<file path="src/rtl/tt_pkg.sv">
// Shared types, constants and helpers for the truth-table sweeper.
package tt_pkg;

   typedef enum logic [1:0] {
      IDLE,
      SETTLE,
      DONE
   } tt_state_t;

   localparam int TT_MAX_N_IN = 8;
   localparam int TT_CNT_W    = 8;

   function automatic int tt_table_w(input int n);
      return 1 << n;
   endfunction

endpackage

</file>
<file path="src/rtl/tt_gray_enc.sv">
// Binary-to-Gray encoder used to order the input sweep so that only one
// input bit changes between consecutive vectors.
module tt_gray_enc #(
   parameter int W = 3
) (
   input  logic [W-1:0] bin,
   output logic [W-1:0] gray
);

   // Each Gray bit is the XOR of the matching binary bit and the one above it.
   always_comb begin
      gray = bin ^ (bin >> 1);
   end

endmodule

</file>
<file path="src/rtl/truth_table_sweeper.sv">
// Truth-table sweeper: drives every input combination onto a small
// combinational unit, waits SETTLE extra cycles per vector, samples the
// unit's output into table_out and compares the table against expected.
// Optional build macro TT_GRAY_SWEEP_EN walks the vectors in Gray order
// instead of binary order; the captured table is identical either way.
module truth_table_sweeper
   import tt_pkg::*;
#(
   parameter int N_IN   = 2,
   parameter int SETTLE = 1
) (
   input  logic                          clk,
   input  logic                          rst,
   input  logic                          start,
   input  logic [tt_table_w(N_IN)-1:0]   expected,
   input  logic                          dut_out,
   output logic [N_IN-1:0]               dut_in,
   output logic                          busy,
   output logic                          done,
   output logic [tt_table_w(N_IN)-1:0]   table_out,
   output logic                          match
);

   localparam int                  K_W        = N_IN + 1;
   localparam logic [TT_CNT_W-1:0] SETTLE_CNT = TT_CNT_W'(SETTLE);

   tt_state_t           state;
   logic [K_W-1:0]      k;
   logic [TT_CNT_W-1:0] cnt;
   logic [K_W-1:0]      k_next;
   logic [K_W-1:0]      vec_next;

   // Step index of the vector that follows the one currently driven.
   always_comb begin
      k_next = k + K_W'(1);
   end

   // Map the next step index onto the input vector actually driven. The top
   // bit of vec_next equals the top bit of k_next in both orders, so it also
   // flags that the last vector has just been sampled.
`ifdef TT_GRAY_SWEEP_EN
   tt_gray_enc #(
      .W (K_W)
   ) u_gray_enc (
      .bin  (k_next),
      .gray (vec_next)
   );
`else
   always_comb begin
      vec_next = k_next;
   end
`endif

   // Sweep sequencer: accept start, hold each vector for SETTLE+1 cycles,
   // capture the sampled output by vector value, then report and compare.
   always_ff @(posedge clk or posedge rst) begin
      if (rst) begin
         state     <= tt_pkg::IDLE;
         k         <= '0;
         cnt       <= '0;
         dut_in    <= '0;
         table_out <= '0;
         busy      <= 1'b0;
         done      <= 1'b0;
         match     <= 1'b0;
      end else begin
         done <= 1'b0;
         unique case (state)
            tt_pkg::IDLE: begin
               if (start) begin
                  k         <= '0;
                  dut_in    <= '0;
                  cnt       <= SETTLE_CNT;
                  table_out <= '0;
                  match     <= 1'b0;
                  busy      <= 1'b1;
                  state     <= tt_pkg::SETTLE;
               end
            end
            tt_pkg::SETTLE: begin
               if (cnt != '0) begin
                  cnt <= cnt - TT_CNT_W'(1);
               end else begin
                  table_out[dut_in] <= dut_out;
                  if (vec_next[N_IN]) begin
                     state <= tt_pkg::DONE;
                  end else begin
                     k      <= k_next;
                     dut_in <= vec_next[N_IN-1:0];
                     cnt    <= SETTLE_CNT;
                  end
               end
            end
            tt_pkg::DONE: begin
               done  <= 1'b1;
               busy  <= 1'b0;
               match <= (table_out == expected);
               state <= tt_pkg::IDLE;
            end
            default: begin
               state <= tt_pkg::IDLE;
            end
         endcase
      end
   end

endmodule

</file>
<file path="config.mk">
export PLATFORM = sky130hd
export DESIGN_NAME = truth_table_sweeper
export DESIGN_NICKNAME = d
export VERILOG_FILES = /design/src/rtl/tt_pkg.sv /design/src/rtl/tt_gray_enc.sv /design/src/rtl/truth_table_sweeper.sv
export SDC_FILE = /design/constraint.sdc
export NUM_CORES = 1
export LEC_CHECK = 0
export CAP_MARGIN = 20
export CORE_UTILIZATION = 51
export DETAILED_ROUTE_END_ITERATION = 16
export GPL_TIMING_DRIVEN = 0
export PLACE_DENSITY_LB_ADDON = 0.15
export SYNTH_ARGS = -nofsm -noshare
export SYNTH_HDL_FRONTEND = slang
export SYNTH_SLANG_ARGS = --single-unit
export TNS_END_PERCENT = 20
</file>
<file path="constraint.sdc">
create_clock -name clk -period 1.8 [get_ports clk]
set_input_delay 0.36 -clock clk [delete_from_list [all_inputs] [get_ports clk]]
set_output_delay 0.36 -clock clk [all_outputs]
set_load 0.03 [all_outputs]
</file>
== Word-level counts from Yosys, hierarchy flattened ==
Index checks and enable logic that the tools add are counted.

* Word-level logic and storage cells: 57
* Flip-flop bits (word level): 22
* Input bits: 8

* Equality and inequality tests: 8
* Magnitude comparators: 2
* Muxes and demuxes: 27
* Reduce and logical (&&, ||, !) cells: 10
* Add/subtract/negate cells: 2

{| class="wikitable"
|+ Operators with widths
! cell !! count
|-
| two-way mux 8 bit || 3
|-
| one-hot mux 8 bit (2 select lines) || 1
|-
| two-way mux 2 bit || 6
|-
| two-way mux 3 bit || 3
|-
| AND reduction 3 bit || 3
|-
| two-way mux 4 bit || 2
|-
| != test 2 bit (second input constant) || 4
|-
| one-hot mux 2 bit (2 select lines) || 2
|-
| one-hot mux 4 bit (2 select lines) || 1
|-
| nonzero test 8 bit || 1
|-
| subtractor 8 x 1 -> 8 bit (second input constant) || 1
|-
| one-hot mux 3 bit (2 select lines) || 1
|-
| bitwise mux 4 bit || 1
|-
| equality test 4 bit || 1
|-
| two-way mux 1 bit || 4
|-
| one-hot mux 1 bit (2 select lines) || 2
|-
| AND reduction 4 bit || 1
|-
| nonzero test 2 bit || 2
|-
| adder 3 x 1 -> 3 bit (second input constant) || 1
|-
| less-than comparator 2 x 3 -> 1 bit (second input constant) || 1
|-
| != test 3 bit (second input constant) || 1
|-
| demux 1 bit (select 2 bit) || 1
|-
| equality test 2 x 1 -> 1 bit (second input constant) || 1
|-
| equality test 2 bit (second input constant) || 1
|-
| other kinds (4) || 4
|}

== Logic depth before layout (Yosys ltp) ==
* Depth after elaboration: 7
* Gate-level depth with buffers: 7
* Mapped depth without buffers: 7

== Worst setup path before layout ==
Ideal clock, no wire load.

* Path type: register -> register
* From: reg cnt[0]
* To: reg k[1]
* Setup slack: 158 ps
* Data required time: 1672 ps
* Arrival: 1515 ps
* Library setup time: 128 ps
* Cell stages (with the launch flop): 7
* Path through: dfrtp_1 > inv_1 > ha_1 > and4bb_2 > nand3_1 > nor2_2 > mux2_1

* Longest elaborated chain between the ends: 3

{| class="wikitable"
|+ Ends and longest elaborated chain
! what !! line !! source
|-
| start, declared || truth_table_sweeper.sv:29 || <nowiki>logic [TT_CNT_W-1:0] cnt;</nowiki>
|-
| start signal, assigned || truth_table_sweeper.sv:82 || <nowiki>cnt <= cnt - TT_CNT_W'(1);</nowiki>
|-
| nonzero test 8 bit || truth_table_sweeper.sv:81 || <nowiki>if (cnt != '0) begin</nowiki>
|-
| != test 2 bit (no source line) || -- ||
|-
| AND reduction 4 bit (no source line) || -- ||
|-
| end signal, assigned || truth_table_sweeper.sv:88 || <nowiki>k <= k_next;</nowiki>
|-
| end, declared || truth_table_sweeper.sv:28 || <nowiki>logic [K_W-1:0] k;</nowiki>
|}

No other way between the ends.
A chain may end at the register's enable or synchronous reset.

==> metrics <==
status finished clean; Starting DRT DRC Count 21; total CTS buffers 3; row count 15; CP arrival about 1.4 ns; Slew Viols, Final 0; Layout Area Growth over Synthesis 23.2%; cell with the most instances after synthesis dfrtp_1; final worst slack ~0.05 ns; Skew-Pair Late Insertion Delay ~0.30 ns; main combinational cell family by area after synthesis simple AND/OR/NAND/NOR gates; Final GP Congestion between 0.7 and 0.8; Initial Util 57.3%; Post-Route WL ~2.1 mm; vias in the first global route around 750; compound-gate portion of the synthesized area 14.0%; critical path, cell by cell clkdlybuf4s50_1; post-synthesis sequential area ratio approximately 46%; CTS tree done; top cells by area, synth dfrtp_1 (46%), ha_1 (6.0%), xor2_1 (5.0%); setup_tns 0 ns; Worst Reg2Reg Path Length in Cells 6; reg2reg end k[1]; total track usage 21.2%; Ports 17; DP HPWL about 1.6 mm; Slowest cell on crit path clkdlybuf4s50_1; clk sinks 19; DRC violations left 0; syn_nets 114; Worst EP required 1.44 ns; Yosys top cell by area dfrtp_1; Clock Skew between 0.004 and 0.005 ns; first-pass GRT wire length 3.22 mm; Synth Warn # 0; Top FF cell, synth dfrtp_1; initial antenna violation count 0; detailed-route via count 842; Routed wire per std cell approximately 15 um; CP Max Fanout 4; gate count of the mapped netlist 101; total gr overflow 0; Post-Syn Area per Cell 10.3 um^2; drt via density 5.73; DR pass1 iterations 4; fill count between 100 and 150; Seq cells post-synth 19; flop2flop setup slack 0.05 ns; maximum VDD drop just under 1 mV; n_diodes 0; crit end category primary output; Rel. slew slack between 50% and 60%; worst r2r src cnt[1]; # hold bufs at CTS 0; critical path class reg2out; placed cell areas 1230 um^2; commonest cells in the netlist dfrtp_1 (19), nor2_1 (12), inv_1 (7); Post-Synth Simple-Gate Area 21.5%; Power Density ~1500 nW/um^2; Synth Area in XOR/XNOR 5.04%; Tcrit/Tclk final 97.2%; Final Util between 70% and 80%; Cell variety after synth 34; Fin. Hold Viols 0; pre-CTS setup slack -0.0631 ns; max cap viols 0; post-synthesis adder-cell area fraction 6.00%; PortBufs 16; top-area cell type share of the netlist area between 40% and 50%; H-tree levels 1; Max clock buf depth 2; fmax 0.572 GHz; Hold/Removal Path Class in2async; Static Leak 0.589 nW; slowest stage delay, CP 0.69 ns; Die W 47.2 um; height of the die 47.2 um; startpoint types register; CP Buf/Inv Count 1; fin nets about 140; EDFF count, synth 0; die area 2230 um^2; post-synthesis mux area share 4.92%; Final min period between 1.5 and 2 ns; CP top delay family buffers and inverters; largest net degree at the start of global routing 20; Post-Syn Area roughly 1000 um^2; clk root buf clkbuf_4; final setup fails 0; Post-DRT Antenna Nets 0; share of layout cells above drive strength 1 14.8%; design area 1280 um^2; fraction of registers with async set/reset 100%; Core ar. 1820 um^2; slew of the pin with the lowest slew margin 0.726 ns; Clock transition at path regs 0.11 ns
[stage by stage]
step,power (mW),hold WS (ns),instances
global placement,1.61,0.475,142
floorplan,1.39,0.311,101
CTS,1.89,0.512,147
global route,2.08,0.525,147
finish,1.95,0.487,147
detailed placement,1.66,0.481,142
[layout by cell type (no fill, tap or decap), types with 2 or more instances in the layout]
cell,count
dfrtp_1,19
clkdlybuf4s50_1,15
nor2_1,11
inv_1,6
xor2_1,6
nand2_1,5
mux2i_1,4
o21ai_0,4
ha_1,4
nand4_1,3
a21oi_1,3
nand3_1,3
nor3_1,3
clkbuf_4,3
nor2_2,2
inv_2,2
nand2b_1,2
a22o_1,2
and3_1,2
a211o_1,2
[what timing repair did]
action / CTS / global route
setup endpoints to repair: 2 / 7
buffers inserted: 1 / 0
resized for setup: 2 / 4
pin swaps: 1 / 2
[kinds of logic after synthesis]
family,Yosys count
simple gates,39
compound gates,19
flops,19
buf+inv,8
xor+xnor,6
mux,5
fa+ha+maj,5
[flip-flops by register name, indices dropped and copies added (netlist names)]
| register | cells |
|---|---|
| busy | 1 |
| cnt | 8 |
| done | 1 |
| k | 2 |
| match | 1 |
| state | 2 |
| table_out | 4 |
[metal layers]
metal  global-route usage, %  part of all wire, %  wire [um]  vias up
li1                        -                    -          -      400
met1                    26.2                   44        954      411
met2                    37.8                   50       1070       24
met3                    2.69                  4.1         87        7
met4                    7.43                  1.5         32        0
met5                       0                    0          0        -
[worst max path at each step]
| stage | start | end | slack, ns | depth (start not counted) |
|---|---|---|---|---|
| 3_3_place_gp | start | cnt[7] | -0.05 | 4 |
| 3_5_place_dp | start | cnt[5] | -0.06 | 4 |
| 6_report | k[1] | dut_in[1] | 0.05 | 1 |
| 5_1_grt | cnt[1] | k[1] | -0.02 | 6 |
| 2_1_floorplan | cnt[0] | k[1] | 0.16 | 6 |
| 4_1_cts | cnt[0] | k[1] | 0.03 | 6 |
[power breakdown]
part           leakage (nW)  switching (mW)  total, mW  internal [mW]
clock network        0.0150           0.129      0.215         0.0863
logic                 0.335           0.545      0.980          0.434
registers             0.240           0.179      0.754          0.575
[layout make-up]
type                            instances  area (um^2)  share of cell area [%]
Multi-Input combinational cell         74          554                    43.2
Sequential cell                        19          475                    37.0
Timing Repair Buffer                   17          166                    13.0
Tap cell                               25         31.3                    2.44
Inverter                                8         30.0                    2.34
Clock buffer                            4         26.3                    2.05
No activity file was read; power rests on OpenSTA's default activity.
